--- config.mk ---
export PLATFORM = sky130hd
export DESIGN_NAME = ram_cr
export DESIGN_NICKNAME = d
export VERILOG_FILES = /design/src/rtl/ram_cr.sv
export SDC_FILE = /design/constraint.sdc
export NUM_CORES = 1
export LEC_CHECK = 0
export CORE_MARGIN = 1.5
export CORE_UTILIZATION = 41
export DETAILED_ROUTE_END_ITERATION = 10
export HOLD_SLACK_MARGIN = 0.15
export SLEW_MARGIN = 15
export SYNTH_ARGS = -nofsm -noshare
export SYNTH_HDL_FRONTEND = slang
export SYNTH_SLANG_ARGS = --single-unit
--- constraint.sdc ---
create_clock -name clk -period 3.08 [get_ports clk]
set_input_delay 0.616 -clock clk [delete_from_list [all_inputs] [get_ports clk]]
set_output_delay 0.616 -clock clk [all_outputs]
set_load 0.02 [all_outputs]
--- src/rtl/ram_cr.sv ---
// ram_cr: column-in / row-out 8x8 element transpose buffer.
//
// Eight column words are accepted on a valid/ready handshake and written into
// an 8x8 element store, then eight row words are streamed out on a second
// valid/ready handshake. Row words are always taken from a register (doo), so
// there is no combinational path from di to doo.
//
// Optional build macro: RAM_CR_PINGPONG_EN
//   undefined - single bank; fill and drain alternate (FILL/DRAIN FSM).
//   defined   - two banks; one bank fills while the other drains.
//
// Ports
//   clk        in   system clock, rising edge
//   rst_n      in   asynchronous active-low reset (also zeroes the store)
//   clr        in   synchronous abort of partial fill and pending drain
//   din_valid  in   column word present on di
//   din_ready  out  column accepted this cycle when din_valid is high
//   be         in   per-element write enable, active-low, be[7] gates MS lane
//   di         in   column word, row r element in lane 7-r
//   dout_valid out  row word present on doo
//   dout_ready in   downstream accepts the row word
//   doo        out  row word, column c element in lane 7-c
//   dout_last  out  high while doo carries row 7
module ram_cr #(
  parameter int BW = 8
) (
  input  logic            clk,
  input  logic            rst_n,
  input  logic            clr,
  input  logic            din_valid,
  output logic            din_ready,
  input  logic [7:0]      be,
  input  logic [8*BW-1:0] di,
  output logic            dout_valid,
  input  logic            dout_ready,
  output logic [8*BW-1:0] doo,
  output logic            dout_last
);

`ifdef RAM_CR_PINGPONG_EN
  localparam int NB = 2;
`else
  localparam int NB = 1;
`endif
  localparam int CW = $clog2(NB*8);
  typedef logic [CW-1:0] col_t;

  // Store is indexed [bank*8 + column][row].
  logic [BW-1:0]   mem_q [NB*8][8];
  logic [2:0]      wc_q;
  logic [2:0]      rr_q;
  logic            din_ready_q;
  logic            dout_valid_q;
  logic            dout_last_q;
  logic [8*BW-1:0] doo_q;

  logic            wr_en;
  col_t            wr_col;
  col_t            rd_col0;
  logic [2:0]      rd_row;
  logic [8*BW-1:0] rd_word;

  assign wr_en      = din_valid & din_ready_q & ~clr;
  assign din_ready  = din_ready_q;
  assign dout_valid = dout_valid_q;
  assign dout_last  = dout_last_q;
  assign doo        = doo_q;

  // Column write: each element with its active-low enable clear takes its lane.
  always_ff @(posedge clk or negedge rst_n) begin
    if (!rst_n) begin
      for (int i = 0; i < NB*8; i++)
        for (int r = 0; r < 8; r++)
          mem_q[i][r] <= '0;
    end else if (wr_en) begin
      for (int r = 0; r < 8; r++)
        if (!be[7-r]) mem_q[wr_col][r] <= di[(7-r)*BW +: BW];
    end
  end

  // Row gather: column 0 goes to the MS lane.
  always_comb begin
    rd_word = '0;
    for (int c = 0; c < 8; c++)
      rd_word[(7-c)*BW +: BW] = mem_q[rd_col0 | col_t'(c)][rd_row];
  end

`ifdef RAM_CR_PINGPONG_EN
  logic       wb_q, wb_d;
  logic       rb_q, rb_d;
  logic       rd_bank;
  logic [1:0] full_q, full_d;
  logic [2:0] wc_d, rr_d;
  logic       din_ready_d, dout_valid_d, dout_last_d;
  logic [8*BW-1:0] doo_d;

  assign wr_col  = {wb_q, wc_q};
  assign rd_col0 = {rd_bank, 3'b000};

  // Next row to load: the following row of the current bank, or row 0 of the
  // next bank once the current bank's row 7 has left (or nothing is showing).
  always_comb begin
    rd_bank = rb_q;
    rd_row  = 3'd0;
    if (dout_valid_q && rr_q != 3'd7) rd_row = rr_q + 3'd1;
    else if (dout_valid_q)            rd_bank = ~rb_q;
  end

  // full_q[b] marks a bank holding rows not yet loaded onto doo. A bank can be
  // refilled as soon as its row 7 sits in doo, which keeps din_ready high
  // under full throughput.
  always_comb begin
    wc_d         = wc_q;
    wb_d         = wb_q;
    rb_d         = rb_q;
    rr_d         = rr_q;
    full_d       = full_q;
    dout_valid_d = dout_valid_q;
    dout_last_d  = dout_last_q;
    doo_d        = doo_q;
    if (wr_en) begin
      wc_d = wc_q + 3'd1;
      if (wc_q == 3'd7) begin
        full_d[wb_q] = 1'b1;
        wb_d         = ~wb_q;
      end
    end
    if (dout_valid_q && rr_q != 3'd7) begin
      if (dout_ready) begin
        rr_d        = rd_row;
        doo_d       = rd_word;
        dout_last_d = (rd_row == 3'd7);
        if (rd_row == 3'd7) full_d[rb_q] = 1'b0;
      end
    end else if (!dout_valid_q || dout_ready) begin
      rb_d         = rd_bank;
      rr_d         = 3'd0;
      dout_last_d  = 1'b0;
      dout_valid_d = full_q[rd_bank];
      if (full_q[rd_bank]) doo_d = rd_word;
    end
    din_ready_d = ~full_d[wb_d];
  end

  always_ff @(posedge clk or negedge rst_n) begin
    if (!rst_n) begin
      wb_q         <= 1'b0;
      rb_q         <= 1'b0;
      full_q       <= 2'b00;
      wc_q         <= 3'd0;
      rr_q         <= 3'd0;
      din_ready_q  <= 1'b1;
      dout_valid_q <= 1'b0;
      dout_last_q  <= 1'b0;
      doo_q        <= '0;
    end else if (clr) begin
      wb_q         <= 1'b0;
      rb_q         <= 1'b0;
      full_q       <= 2'b00;
      wc_q         <= 3'd0;
      rr_q         <= 3'd0;
      din_ready_q  <= 1'b1;
      dout_valid_q <= 1'b0;
      dout_last_q  <= 1'b0;
    end else begin
      wb_q         <= wb_d;
      rb_q         <= rb_d;
      full_q       <= full_d;
      wc_q         <= wc_d;
      rr_q         <= rr_d;
      din_ready_q  <= din_ready_d;
      dout_valid_q <= dout_valid_d;
      dout_last_q  <= dout_last_d;
      doo_q        <= doo_d;
    end
  end
`else
  typedef enum logic {FILL, DRAIN} state_e;
  state_e state_q;

  assign wr_col  = wc_q;
  assign rd_col0 = '0;
  // First DRAIN cycle loads row 0; afterwards each accepted row loads the next.
  assign rd_row  = dout_valid_q ? rr_q + 3'd1 : 3'd0;

  always_ff @(posedge clk or negedge rst_n) begin
    if (!rst_n) begin
      state_q      <= FILL;
      wc_q         <= 3'd0;
      rr_q         <= 3'd0;
      din_ready_q  <= 1'b1;
      dout_valid_q <= 1'b0;
      dout_last_q  <= 1'b0;
      doo_q        <= '0;
    end else if (clr) begin
      state_q      <= FILL;
      wc_q         <= 3'd0;
      rr_q         <= 3'd0;
      din_ready_q  <= 1'b1;
      dout_valid_q <= 1'b0;
      dout_last_q  <= 1'b0;
    end else begin
      case (state_q)
        FILL: begin
          if (wr_en) begin
            wc_q <= wc_q + 3'd1;
            if (wc_q == 3'd7) begin
              state_q     <= DRAIN;
              din_ready_q <= 1'b0;
            end
          end
        end
        DRAIN: begin
          if (!dout_valid_q) begin
            doo_q        <= rd_word;
            dout_valid_q <= 1'b1;
            dout_last_q  <= 1'b0;
            rr_q         <= 3'd0;
          end else if (dout_ready) begin
            if (rr_q == 3'd7) begin
              state_q      <= FILL;
              dout_valid_q <= 1'b0;
              dout_last_q  <= 1'b0;
              rr_q         <= 3'd0;
              din_ready_q  <= 1'b1;
            end else begin
              rr_q        <= rd_row;
              doo_q       <= rd_word;
              dout_last_q <= (rr_q == 3'd6);
            end
          end
        end
        default: state_q <= FILL;
      endcase
    end
  end
`endif

endmodule
* Word-level counts from Yosys, hierarchy flattened *
Cells that the tools add are included.

word-level totals
  bits in registers = 586
  input port bits = 77
  output and inout bits = 67
  logic and storage cells = 197

cells by class
  add/subtract/negate cells = 2
  order comparisons = 3
  equality and inequality tests = 12
  multiplexer cells = 96
  bitwise gates (word level) = 6
  reductions and logical operators = 7

operators with widths
  cell                 count
  $mux 512             15
  $bwmux 512           8
  $demux 64 s3         8
  $mux 64              4
  $bmux 8 s3           8
  $mux 8               17
  $mux 56              1
  $mux 48              1
  $mux 40              1
  $mux 32              1
  $mux 3               9
  $mux 24              1
  $mux 1               19
  $mux 16              1
  $ne 3x3->1 const B   5
  $eq 3x3->1 const B   3
  $ge 4x4->1 const B   2
  $not 3->4            2
  $add 3x1->3 const B  2
  $ne 2x2->1 const B   3
  $reduce_and 5->1     1
  $lt 4x1->1 const B   1
  $pmux 1 s2           2
  $reduce_and 2->1     2
  other kinds (6)      9

* Depth between registers and ports, before layout *
Gate-level depths: netlist of run 1.

  word-level depth = 28
  gate-level depth with buffers = 11
  mapped depth without buffers = 6

* Worst setup path before layout of run 1 *
OpenSTA, ideal clock, no wires.

  kind = reg-to-reg
  start point = reg rr_q[0]
  end point = reg doo_q[53], in the netlist doo[53]
  setup time = 0.129 ns
  arrival time = 2.302 ns
  data required time = 2.951 ns
  path slack = 0.649 ns
  cell stages (with the launch flop) = 12
  buffers on the path = 5
  period minus slack after synthesis = 2.431 ns
  cells stage by stage = dfrtp_1 -> clkbuf_1 -> inv_1 -> clkbuf_1 -> ha_1 -> buf_2 -> buf_2 -> buf_2 -> mux2i_1 -> nor2_1 -> o32ai_1 -> a21oi_1

between the ends
  longest elaborated chain between the ends = 9
  elaborated cells between the ends (all ways) = 12
  classes of those cells = 1 x add/sub; 2 x eq/ne; 7 x mux; 1 x bitwise; 1 x reduce/logical

ends and longest elaborated chain
  element                                     line  RTL
  from (decl)                                 51    logic [2:0] rr_q;
  from (signal assigned)                      227   rr_q <= rd_row;
  $add 3x1->3                                 184   assign rd_row = dout_valid_q ? rr_q + 3'd1 : 3'd0;
  $mux 3                                      184
  $not 3->4 (not written as such)             85    rd_word[(7-c)*BW +: BW] = mem_q[rd_col0 | col_t'(c)][rd_row];
  $bmux 8 s3                                  85
  $mux 8 (not written as such) (2 in series)  85
  $mux 64                                     220   if (rr_q == 3'd7) begin
  $mux 64                                     219   end else if (dout_ready) begin
  $mux 64                                     214   if (!dout_valid_q) begin
  to (signal assigned)                        215   doo_q <= rd_word;
  to (signal assigned)                        228   doo_q <= rd_word;
  to (decl)                                   55    logic [8*BW-1:0] doo_q;

Several ways; a longest one is shown, not always the timed one. The select of a mux whose other input is x is not followed.
A chain may end at the register's enable or synchronous reset.

* Final worst setup path of run 1 *
  start point = reg dout_valid_q, in the netlist dout_valid
  end point = out dout_valid

RTL lines
  element                 line  RTL
  from (decl)             53    logic dout_valid_q;
  from (signal assigned)  192   dout_valid_q <= 1'b0;
  from (signal assigned)  200   dout_valid_q <= 1'b0;
  from (signal assigned)  216   dout_valid_q <= 1'b1;
  to (decl)               34    output logic dout_valid,

No word-level cell between the ends.

==> results of run 1 <==
[cells in the mapped netlist (all sizes together), types with 2 or more instances]
cell type  instances  area share
o32ai             62       0.021
o22a               2     0.00067
nand3              4     0.00096
nand2             44      0.0088
o221ai             2     0.00067
mux2i            129       0.050
o22ai             62       0.015
a22o              62       0.021
nor2             164       0.027
mux2             514        0.22
or2                6      0.0014
o21ai              3     0.00058
or4                3     0.00086
nor2b              3     0.00072
nor3               2     0.00058
nor3b              3     0.00086
a21oi             72       0.014
inv                4     0.00058
nand3b             5      0.0019
clkbuf            67      0.0096
buf               47      0.0087
a31oi              2     0.00048
or3                6      0.0014
dfrtp            585        0.56
ha                 6      0.0029
a221o             62       0.024
[worst min-delay path by stage]
stage                            end  slack [ps]  cells past startpoint
after global placement     mem_q[27]         470                      1
after global routing      mem_q[353]         510                      1
after floorplan               doo[0]         320                      0
final                      mem_q[27]         490                      1
after detailed placement   mem_q[27]         480                      1
after CTS                  mem_q[27]         500                      1
[power groups by stage]
stage	clock network [mW]	logic, mW	registers [mW]
floorplan	0	1.32	9.16
global placement	0	2.14	9.25
detailed placement	0	2.21	9.31
CTS	7.49	2.22	9.17
global route	7.82	2.38	9.30
finish	7.38	2.22	9.18
[state kept, by name (all words and copies together), names as in the netlist]
name,flops
mem_q,512
doo,64
rr_q,3
wc_q,3
din_ready,1
dout_last,1
dout_valid,1
state_q,1
[per-layer routing]
layer | share of wire | track usage | wire [um]
met1 | 0.45 | 0.3802 | 38320
met2 | 0.45 | 0.4047 | 38390
met3 | 0.070 | 0.04424 | 5914
met4 | 0.028 | 0.07625 | 2351
met5 | 0 | 0 | 0
[metrics by stage]
| stage | setup WS, ps | instance area [um^2] | power (mW) | cells | hold WS [ps] |
|---|---|---|---|---|---|
| 2_1_floorplan | 649.0 | 26070 | 10.48 | 1932 | 320.4 |
| 3_3_place_gp | 260.8 | 28850 | 11.39 | 2877 | 471.6 |
| 3_5_place_dp | 228.4 | 28850 | 11.52 | 2877 | 482.8 |
| 4_1_cts | 460.0 | 30880 | 18.89 | 2991 | 496.4 |
| 5_1_grt | 371.9 | 30880 | 19.50 | 2991 | 511.8 |
| 6_report | 470.5 | 30880 | 18.78 | 2991 | 493.8 |
[cell usage in the layout (no fill, tap or decap), types with 20 or more instances in the layout]
cell type / netlist / final
mux2_2: 513 / 513
nor2_2: 24 / 24
clkbuf_1: 67 / 20
nand2_2: 26 / 26
clkdlybuf4s50_1: 0 / 142
o32ai_1: 62 / 62
o22ai_1: 62 / 62
mux2i_1: 129 / 129
clkbuf_16: 0 / 63
nor2_1: 136 / 135
a22o_1: 62 / 62
a221o_1: 62 / 62
buf_4: 0 / 55
dfrtp_1: 585 / 583
a21oi_1: 72 / 72
[logic make-up (layout without fill, tap and decap cells)]
| kind of cell | after synthesis | in the layout | share of synthesized area |
|---|---|---|---|
| flops | 586 | 586 | 0.5625 |
| fa+ha+maj | 6 | 6 | 0.002879 |
| xor+xnor | 1 | 1 | 0.0003360 |
| mux | 643 | 643 | 0.2715 |
| simple gates | 243 | 243 | 0.04549 |
| compound gates | 335 | 335 | 0.09833 |
| buf+inv | 118 | 331 | 0.01896 |
[worst max-delay path, stage by stage (launching register included)]
cell             delay, ps
dfrtp_2                400
buf_12                 260
clkdlybuf4s50_1        670
[cell type report]
cell class	count	area (um^2)	area share
inverter	4	15.01	0.0004863
sequential	586	14670	0.4751
tap	846	1059	0.03428
timing repair buffer	214	2160	0.06994
clock buffer	101	1899	0.06151
clock inverter	12	113.9	0.003688
multi-input combinational	1228	10960	0.3550
==> key figures, run 1 <==
Cells and area
  – Final Core Density: 0.4904
  – NumNets Final: 2178
  – Number of diodes: 0
  – Fill cell count: 5588
  – Fraction of layout cells with a size suffix above 1: 0.3510
  – Synth-to-Final Area Change: 18.42%

Hold path
  – Hold Crit Class: reg -> reg
  – Hold Startpoint: mem_q[27]

Placement
  – Placer congestion estimate: 0.8511
  – DP HPWL: 57.72 mm
  – IO buf count: 143

Clock tree
  – Worst-path clk slew: 60 ps
  – H-tree Lvls: 2
  – Post-CTS setup buffer count: 0
  – CTS buffer count: 61
  – Clock root cell: clkbuf_16
  – CTS tree: built
  – Worst skew pair latency: 620 ps
  – Clock sink total: 586
  – # hold bufs at CTS: 1
  – Resized Gates After CTS: 0
  – Clock Tree Buf Depth: 3

Power and ir drop
  – Clock group share of total power: 0.393
  – Switching Share: 0.2475
  – Part of the power in registers: 0.489
  – Total internal power: 14.14 mW
  – Pwr per Cell Area: 608.4 nW/um^2
  – VDD IR max: 0.5022 mV
  – Gate power share: 0.118
  – Lkg Pwr: 14.87 nW
  – Sw power: 4.648 mW

STA
  – Setup violations, final: 0
  – RSZ-0062 raised after global routing: no
  – Max-slew violation count: 0
  – Measured slew at the worst slew-check pin: 969.3 ps
  – Hold Fails Final Rpt: 0
  – Clock Skews: 16.50 ps
  – Final period util: 0.8472
  – Slew headroom: 0.3538
  – Tmin final: 2610 ps
  – Setup tns final: 0 ps
  – Max Fclk: 383.2 MHz

Die
  – Chip width: 255.2 um
  – Area of the core: 62970 um^2
  – Die H: 255.2 um
  – I/O pin cnt: 144
  – Initial core utilization: 0.4141
  – Die Outline Area: 65110 um^2
  – FP Rows: 92

Global route
  – Grt ovf: 0
  – Initial antenna violation count: 0
  – GRT Resource Usage Total: 0.2625
  – Largest net degree at the start of global routing: 68
  – Vias in the first global route: 18020
  – First-pass GRT wire length: 124.1 mm

Logic synthesis
  – Syn_area_per_cell: 13.50 um^2
  – Number of enable flip-flop cells after synthesis: 0
  – Async S/R FF share, synth: 1.000
  – Cell variety after synth: 47
  – Flops & latches, synth: 586
  – Syn nets: 2015
  – Primary FF master, synth: dfrtp_1
  – Syn Inst Count: 1932
  – Seq/Total Area, Yosys: 0.5625
  – YS warnings: 0
  – Post-Syn Area: 26070 um^2

Critical path
  – R2R Setup Slk: 490 ps
  – CP endpoint: dout_valid
  – RR Endpoint: doo[22]
  – Crit-path max FO: 52
  – Crit end category: primary output
  – Depth of the most critical reg-to-reg path: 7
  – Worst Setup SP: dout_valid
  – RR Startpoint: rr_q[0]
  – Critical Path Source Type: register
  – WP data required: 2460 ps
  – Worst Path Arrival: 1990 ps
  – Kind of critical path: reg -> out

Route
  – DRC: 0
  – Via count: 17750
  – Initial DRC count: 1506
  – Routed Wire Length: 84.97 mm
  – Detail Route Antenna Nets: 0
  – First-pass DRT Iterations: 5
  – WL/cell: 28.41 um
  – Via density: 5.933

Flow run
  – Max-Cap Viols: 0

Status
  – Status: finished, final reports clean
(Power assumes the default switching activity.)
==> run 2, diff against run 1 <==
Clock period 3.08 ns to 2.4 ns, I/O delays scaled along.
==> key figures, run 2 (synthesis gave the netlist of run 1 again) <==
Status
  – Status: finished, final reports clean

Clock tree
  – Post-CTS setup buffer count: 0
  – Clock sink total: 586
  – Worst skew pair latency: 640 ps
  – Worst-path clk slew: 60 ps
  – CTS tree: built
  – Clock Tree Buf Depth: 3
  – H-tree Lvls: 2
  – CTS buffer count: 61
  – Clock root cell: clkbuf_16

Power and ir drop
  – VDD IR max: 0.4765 mV
  – Part of the power in registers: 0.484
  – Clock group share of total power: 0.395
  – Pwr per Cell Area: 764.6 nW/um^2
  – Sw power: 6.107 mW
  – Total power: 24.33 mW
  – Lkg Pwr: 15.30 nW
  – Gate power share: 0.120
  – Total internal power: 18.22 mW
  – Switching Share: 0.2510

Critical path
  – Crit-path max FO: 10
  – Crit end category: primary output
  – Cell family with most CP delay: buffers and inverters
  – Cell Chain, Critical Path: clkdlybuf4s50_1
  – Critical Path Source Type: register
  – Crit path buf inv count: 1
  – Worst Path Arrival: 1830 ps
  – Slowest CP cell: clkdlybuf4s50_1
  – Critical Path Max Stage Delay: 660 ps
  – WP data required: 1920 ps
  – Kind of critical path: reg -> out
  – R2R Setup Slk: 160 ps

STA
  – Setup violations, final: 0
  – Max Fclk: 432.5 MHz
  – Max-slew violation count: 0
  – Final period util: 0.9633
  – Hold Fails Final Rpt: 0
  – Slew headroom: 0.4392
  – Final Worst Setup Slack: 88.03 ps
  – Measured slew at the worst slew-check pin: 841.3 ps
  – Setup tns final: 0 ps
  – WHS: 364.2 ps
  – Clock Skews: 25.30 ps
  – Tmin final: 2312 ps
  – RSZ-0062 raised after global routing: no

Global route
  – Initial antenna violation count: 4
  – Largest net degree at the start of global routing: 65
  – GRT Resource Usage Total: 0.2673
  – First-pass GRT wire length: 125.5 mm
  – Vias in the first global route: 18390
  – Grt ovf: 0

Cells and area
  – Number of flip-flops in the largest register: 512
  – Fill cell count: 5411
  – Fraction of layout cells with a size suffix above 1: 0.3707
  – Commonest cells after routing, fill and taps aside: 583 x dfrtp_1, 513 x mux2_2, 141 x clkdlybuf4s50_1
  – Post-Layout Cell Count: 3054
  – Synth-to-Final Area Change: 22.02%
  – Final Core Density: 0.5053
  – Biggest register: mem_q
  – NumNets Final: 2238
  – Commonest non-fill, non-tap cell in the layout: dfrtp_1
  – Fin area: 31810 um^2

Route
  – Via density: 5.876
  – Detail Route Antenna Nets: 0
  – Routed Wire Length: 85.44 mm
  – Initial DRC count: 1378
  – WL/cell: 27.98 um
  – Via count: 17950
  – DRC: 0
  – First-pass DRT Iterations: 5

Die
  – I/O pin cnt: 144
  – Die Outline Area: 65110 um^2
  – Initial core utilization: 0.4141
  – Die H: 255.2 um
  – Area of the core: 62970 um^2
  – FP Rows: 92
  – Chip width: 255.2 um

Placement
  – Post-place instance area: 29780 um^2
  – DP HPWL: 59.04 mm
  – IO buf count: 143
  – Placed Cells: 2937
  – Post-place setup slack: -170.2 ps
  – Placer congestion estimate: 0.8739

Flow run
  – Max-Cap Viols: 0

Hold path
  – Hold Crit Class: in -> async
[run 2: worst paths after layout]
kind                       startpoint          to  depth (start not counted)
setup / recovery           dout_valid  dout_valid                          1
hold / removal                  rst_n  mem_q[103]                          2
setup reg to reg              rr_q[1]     doo[54]                          7
hold reg to reg            mem_q[418]  mem_q[418]                          1
max in group asynchronous       rst_n  mem_q[409]                          3
min in group clk           mem_q[418]  mem_q[418]                          1
[run 2: final cells by class]
class | count | area (um^2) | area share
well taps | 846 | 1059 | 0.03327
clock inverters | 19 | 200.2 | 0.006293
diodes | 4 | 10.01 | 0.0003146
inverters | 4 | 15.01 | 0.0004719
repair buffers | 274 | 3084 | 0.09694
multi-input cells | 1228 | 10960 | 0.3446
clock buffers | 93 | 1817 | 0.05710
flip-flops and latches | 586 | 14670 | 0.4610
[run 2: routing by layer]
layer,share of wire,GRT usage,wire length (um),up-vias
met5,0.00032,0,27,-
met1,0.45,0.3829,38380,9460
met2,0.44,0.4005,37970,604
met3,0.062,0.04698,5302,175
li1,-,-,-,7702
met4,0.044,0.1104,3752,4
[run 2: what timing repair did]
item,4_1_cts,5_1_grt
hold buffers,1,0
endpoints found under the hold margin,62,0
endpoints found under the setup margin,1,0
resized for setup,1,0
[run 2: power by group through the flow]
stage                     clock network [mW]  logic (mW)  registers [mW]
after floorplan                            0        1.69            11.8
after global placement                     0        2.81            11.9
after detailed placement                   0        2.91            12.0
after CTS                               9.73        2.92            11.8
after global routing                    10.1        3.12            11.9
final                                   9.62        2.92            11.8
==> run 3, diff against run 2 <==
Settings changed: CORE_UTILIZATION 41 to 54, PLACE_DENSITY set to 0.76.
==> key figures, run 3 (synthesis gave the netlist of run 1 again) <==
Critical path
  – Cell Chain, Critical Path: inv_2 -> ha_4 -> buf_4 -> nor2_2 -> a22o_1 -> o32ai_1 -> a21oi_1
  – Crit-path max FO: 18
  – Kind of critical path: reg -> reg
  – Slowest CP cell: nor2_2
  – Crit path buf inv count: 2
  – Critical Path Source Type: register
  – Crit end category: register
  – Critical Path Max Stage Delay: 820 ps
  – Cell family with most CP delay: simple AND/OR/NAND/NOR gates
  – Worst Path Arrival: 2960 ps
  – Critical path depth: 7
  – WP data required: 2950 ps
  – Depth of the most critical reg-to-reg path: 7

Placement
  – Placer congestion estimate: 0.8736
  – DP HPWL: 54.42 mm
  – IO buf count: 143

Cells and area
  – Fill cell count: 3527
  – Commonest non-fill, non-tap cell in the layout: dfrtp_1
  – Fraction of layout cells with a size suffix above 1: 0.3630
  – NumNets Final: 2207
  – Number of flip-flops in the largest register: 512
  – Synth-to-Final Area Change: 19.89%
  – Commonest cells after routing, fill and taps aside: 583 x dfrtp_1, 513 x mux2_2, 141 x clkdlybuf4s50_1
  – Biggest register: mem_q

STA
  – Setup violations, final: 2
  – Max-slew violation count: 0
  – Final period util: 1.004
  – Tmin final: 2410 ps
  – Max Fclk: 414.9 MHz
  – RSZ-0062 raised after global routing: no
  – Slew headroom: 0.2877
  – WHS: 395.0 ps
  – Final Worst Setup Slack: -10.15 ps
  – Hold Fails Final Rpt: 0
  – Clock Skews: 16.06 ps
  – Measured slew at the worst slew-check pin: 1067 ps

Clock tree
  – CTS tree: built
  – Clock sink total: 586
  – H-tree Lvls: 2
  – Clock Tree Buf Depth: 3
  – Worst-path clk slew: 70 ps
  – Clock root cell: clkbuf_16
  – Worst skew pair latency: 630 ps
  – CTS buffer count: 59

Global route
  – Vias in the first global route: 18480
  – Initial antenna violation count: 3
  – GRT Resource Usage Total: 0.3193
  – Largest net degree at the start of global routing: 72
  – First-pass GRT wire length: 117.7 mm
  – Grt ovf: 0

Die
  – Die H: 222.7 um
  – FP Rows: 80
  – Chip width: 222.7 um
  – Initial core utilization: 0.5472
  – Die Outline Area: 49610 um^2
  – Area of the core: 47650 um^2
  – I/O pin cnt: 144

Power and ir drop
  – Lkg Pwr: 15.13 nW
  – VDD IR max: 0.5445 mV
  – Pwr per Cell Area: 779.5 nW/um^2
  – Total power: 24.37 mW

Route
  – First-pass DRT Iterations: 7
  – Routed Wire Length: 79.16 mm
  – Via density: 6.538
  – Initial DRC count: 1865
  – Detail Route Antenna Nets: 0
  – DRC: 0
  – Via count: 18220
  – WL/cell: 28.40 um

Status
  – Status: finished with violations
  – Violated checks: negative setup slack

Hold path
  – Hold Crit Class: in -> async

Flow run
  – Max-Cap Viols: 0
==> run 3: layer usage <==
| layer | global-route usage | part of all wire |
|---|---|---|
| met5 | 0 | 0.00016 |
| met4 | 0.1128 | 0.036 |
| met2 | 0.5047 | 0.47 |
| met3 | 0.06321 | 0.081 |
| met1 | 0.4414 | 0.41 |
==> run 3: final cells by class <==
class	instances	area [um^2]	area share
multi-input cells	1229	10970	0.3510
clock inverters	19	254.0	0.008126
diodes	1	2.502	0.00008005
inverters	4	15.01	0.0004803
flip-flops and latches	586	14670	0.4693
clock buffers	89	1792	0.05732
repair buffers	244	2783	0.08902
well taps	615	769.5	0.02462
==> run 3: power by group <==
part           leakage [nW]  total [mW]  switching [mW]  internal (mW)
clock                  1.01        9.65            3.88           5.77
combinational          6.21        2.88            1.43           1.45
sequential             7.91        11.8           0.717           11.1
total                  15.1        24.4            6.03           18.3
==> run 3: final timing paths <==
check / startpoint / to / slack (ps)
max: rr_q[0] / doo[33] / -10
min reg2reg: mem_q[486] / mem_q[486] / 500
min: rst_n / mem_q[118] / 400
max reg2reg: rr_q[0] / doo[33] / -10
max in group asynchronous: rst_n / mem_q[271] / 1210
min in group clk: mem_q[486] / mem_q[486] / 500
==> run 3: metrics by stage <==
stage / TNS, ps / cells / utilization / area, um^2 / setup WS (ps)
2_1_floorplan: -1720 / 1932 / - / 26070 / -31.03
3_3_place_gp: -48440 / 2670 / 0.6108 / 29100 / -290.7
3_5_place_dp: -70130 / 2670 / 0.6108 / 29100 / -376.9
4_1_cts: 0 / 2779 / 0.6540 / 31160 / 20.77
5_1_grt: 0 / 2786 / 0.6560 / 31260 / 13.46
6_report: -10.40 / 2787 / 0.6561 / 31260 / -10.15
==> run 3: repair_timing <==
action	CTS	global route
setup endpoints to repair	2	25
resized for setup	2	6
cloned	0	2
endpoints found under the hold margin	30	0
hold buffers	1	0
pin swaps	0	3
buffers inserted	0	5
==> variant: new RTL, config.mk and constraints of run 2 <==
The option `RAM_CR_PINGPONG_EN` is turned on by a define.
--- a/src/rtl/ram_cr.sv
+++ b/src/rtl/ram_cr.sv
@@ -23,2 +23,4 @@
 //   dout_last  out  high while doo carries row 7
+`define RAM_CR_PINGPONG_EN
+
 module ram_cr #(
Function: not settled (the Yosys comparison gave no result); the edit may change what the design does.
==> variant against run 2 <==
The flow now finishes with violations (negative setup slack); critical path depth rose by 11; design area rose by 110%; combinational power rose by 45%; sequential cell count rose by 515; largest cell class unchanged; synthesized area rose by 110%; synthesized cell count rose by 100%; count of clock-buffer cells in the layout rose by 86; sequential power rose by 72%; sequential share of layout area fell by 5.3 points; wire length rose by 100%; worst setup slack got worse by 170 ps; clock skew rose by 25 ps; power rose by 80%; non-clock buffer count rose by 331.
==> variant: results (changes against run 2) <==
| Metric | Value |
|---|---|
| Total track usage | 0.253 (was 0.267) |
| Worst r2r dst | doo[20] (was doo[54]) |
| CTS H-Tree Depth | 3 (was 2) |
| Register Area | 27600 µm² (was 14700 µm²) |
| GR Util met3 | 0.0414 (was 0.0470) |
| Worst slack at placement | -523 ps (was -170 ps) |
| CP peak stage delay | 390 ps (was 660 ps) |
| Commonest cells post-synth | dfrtp_1, mux2_2, mux2i_1 (was dfrtp_1, mux2_2, nor2_1) |
| Crit path max fanout | 7 (was 10) |
| Worst-Margin Slew | 869 ps (was 841 ps) |
| Syn Area/Cell | 13.9 µm² (was 13.5 µm²) |
| Wire per inst | 27.8 µm (was 28.0 µm) |
| Cell variety after synth | 55 (was 47) |
| Detailed Routing Iterations Pass 1 | 9 (was 5) |
| Status | finished, violations left (was complete, no violations) |
| Grt met1 use | 0.355 (was 0.383) |
| Reg2reg start | rr_q[0] (was rr_q[1]) |
| Setup violations, final | 24 (was 0) |
| Hold_ws | 479 ps (was 364 ps) |
| HPWL after detailed placement | 115000 µm (was 59000 µm) |
| Met2 usage | 0.400 (was 0.401) |
| Seq/Total Area, Yosys | 0.506 (was 0.562) |
| Vias in the first global route | 36300 (was 18400) |
| Share of cells above drive strength 1 | 0.454 (was 0.371) |
| Top post-synthesis cells by area | dfrtp_1, mux2_2, mux2i_1 (unchanged) |
| Failing checks | negative setup slack |
| Synthesized Nets | 4016 (was 2015) |
| Clock latency on the worst-skew pair | 750 ps (was 640 ps) |
| Setup ws final | -83.3 ps (was 88.0 ps) |
| RePlAce Congestion | 0.829 (was 0.874) |
| Post_cts resized | 151 (was 1) |
| Crit path arrival time | 3080 ps (was 1830 ps) |
| Placed insts | 5966 (was 2937) |
## variant: changes by cell type in the layout (fill, tap and decap cells not counted), moves of 63 or more
cell and change:
a222oi_1 +63, mux2i_1 +503, a22oi_1 +88, nor2_1 -116, a21o_1 +63, buf_4 +221, nor2_8 +70, dfrtp_1 +515
mux2_4 +128, mux2_2 +385
## variant: logic make-up after synthesis
group           synth area share
fa+ha+maj                0.00161
flops                      0.506
mux                        0.338
buf+inv                   0.0283
compound gates            0.0796
xor+xnor                0.000483
simple gates              0.0459
## variant: layer usage
metal	part of all wire	up-vias
met2	0.47	856
met1	0.45	18900
met5	0	-
li1	-	15700
met3	0.051	271
met4	0.032	0
## variant: tightest hold or removal path, cell delays in order
cell,delay [ps]
dlygate4sd3_1,560
buf_8,270
buf_4,210
## variant: power groups by stage
stage | sequential [mW] | clock, mW | combinational (mW)
finish | 20.3 | 19.4 | 4.22
CTS | 20.3 | 19.7 | 4.13
floorplan | 20.5 | 0 | 2.26
global placement | 20.6 | 0 | 3.96
global route | 20.4 | 20.5 | 4.53
detailed placement | 20.6 | 0 | 4.04
## variant: layout make-up
type,count,share of cell area
diodes,5,0.000185
well taps,1755,0.0325
repair buffers,605,0.101
multi-input cells,2535,0.396
inverters,7,0.000389
flip-flops and latches,1101,0.408
clock buffers,179,0.0529
clock inverters,45,0.00869
## variant: worst max-delay path by stage
stage               startpoint    endpoint  slack, ps  cells past startpoint
floorplan              rr_q[0]     doo[45]        180                     10
global placement     din_valid  mem_q[120]       -500                      8
detailed placement   din_valid  mem_q[121]       -520                      8
CTS                    rr_q[1]      doo[2]        -70                     14
global route           rr_q[0]     doo[63]       -160                     11
finish                 rr_q[0]     doo[20]        -80                     12
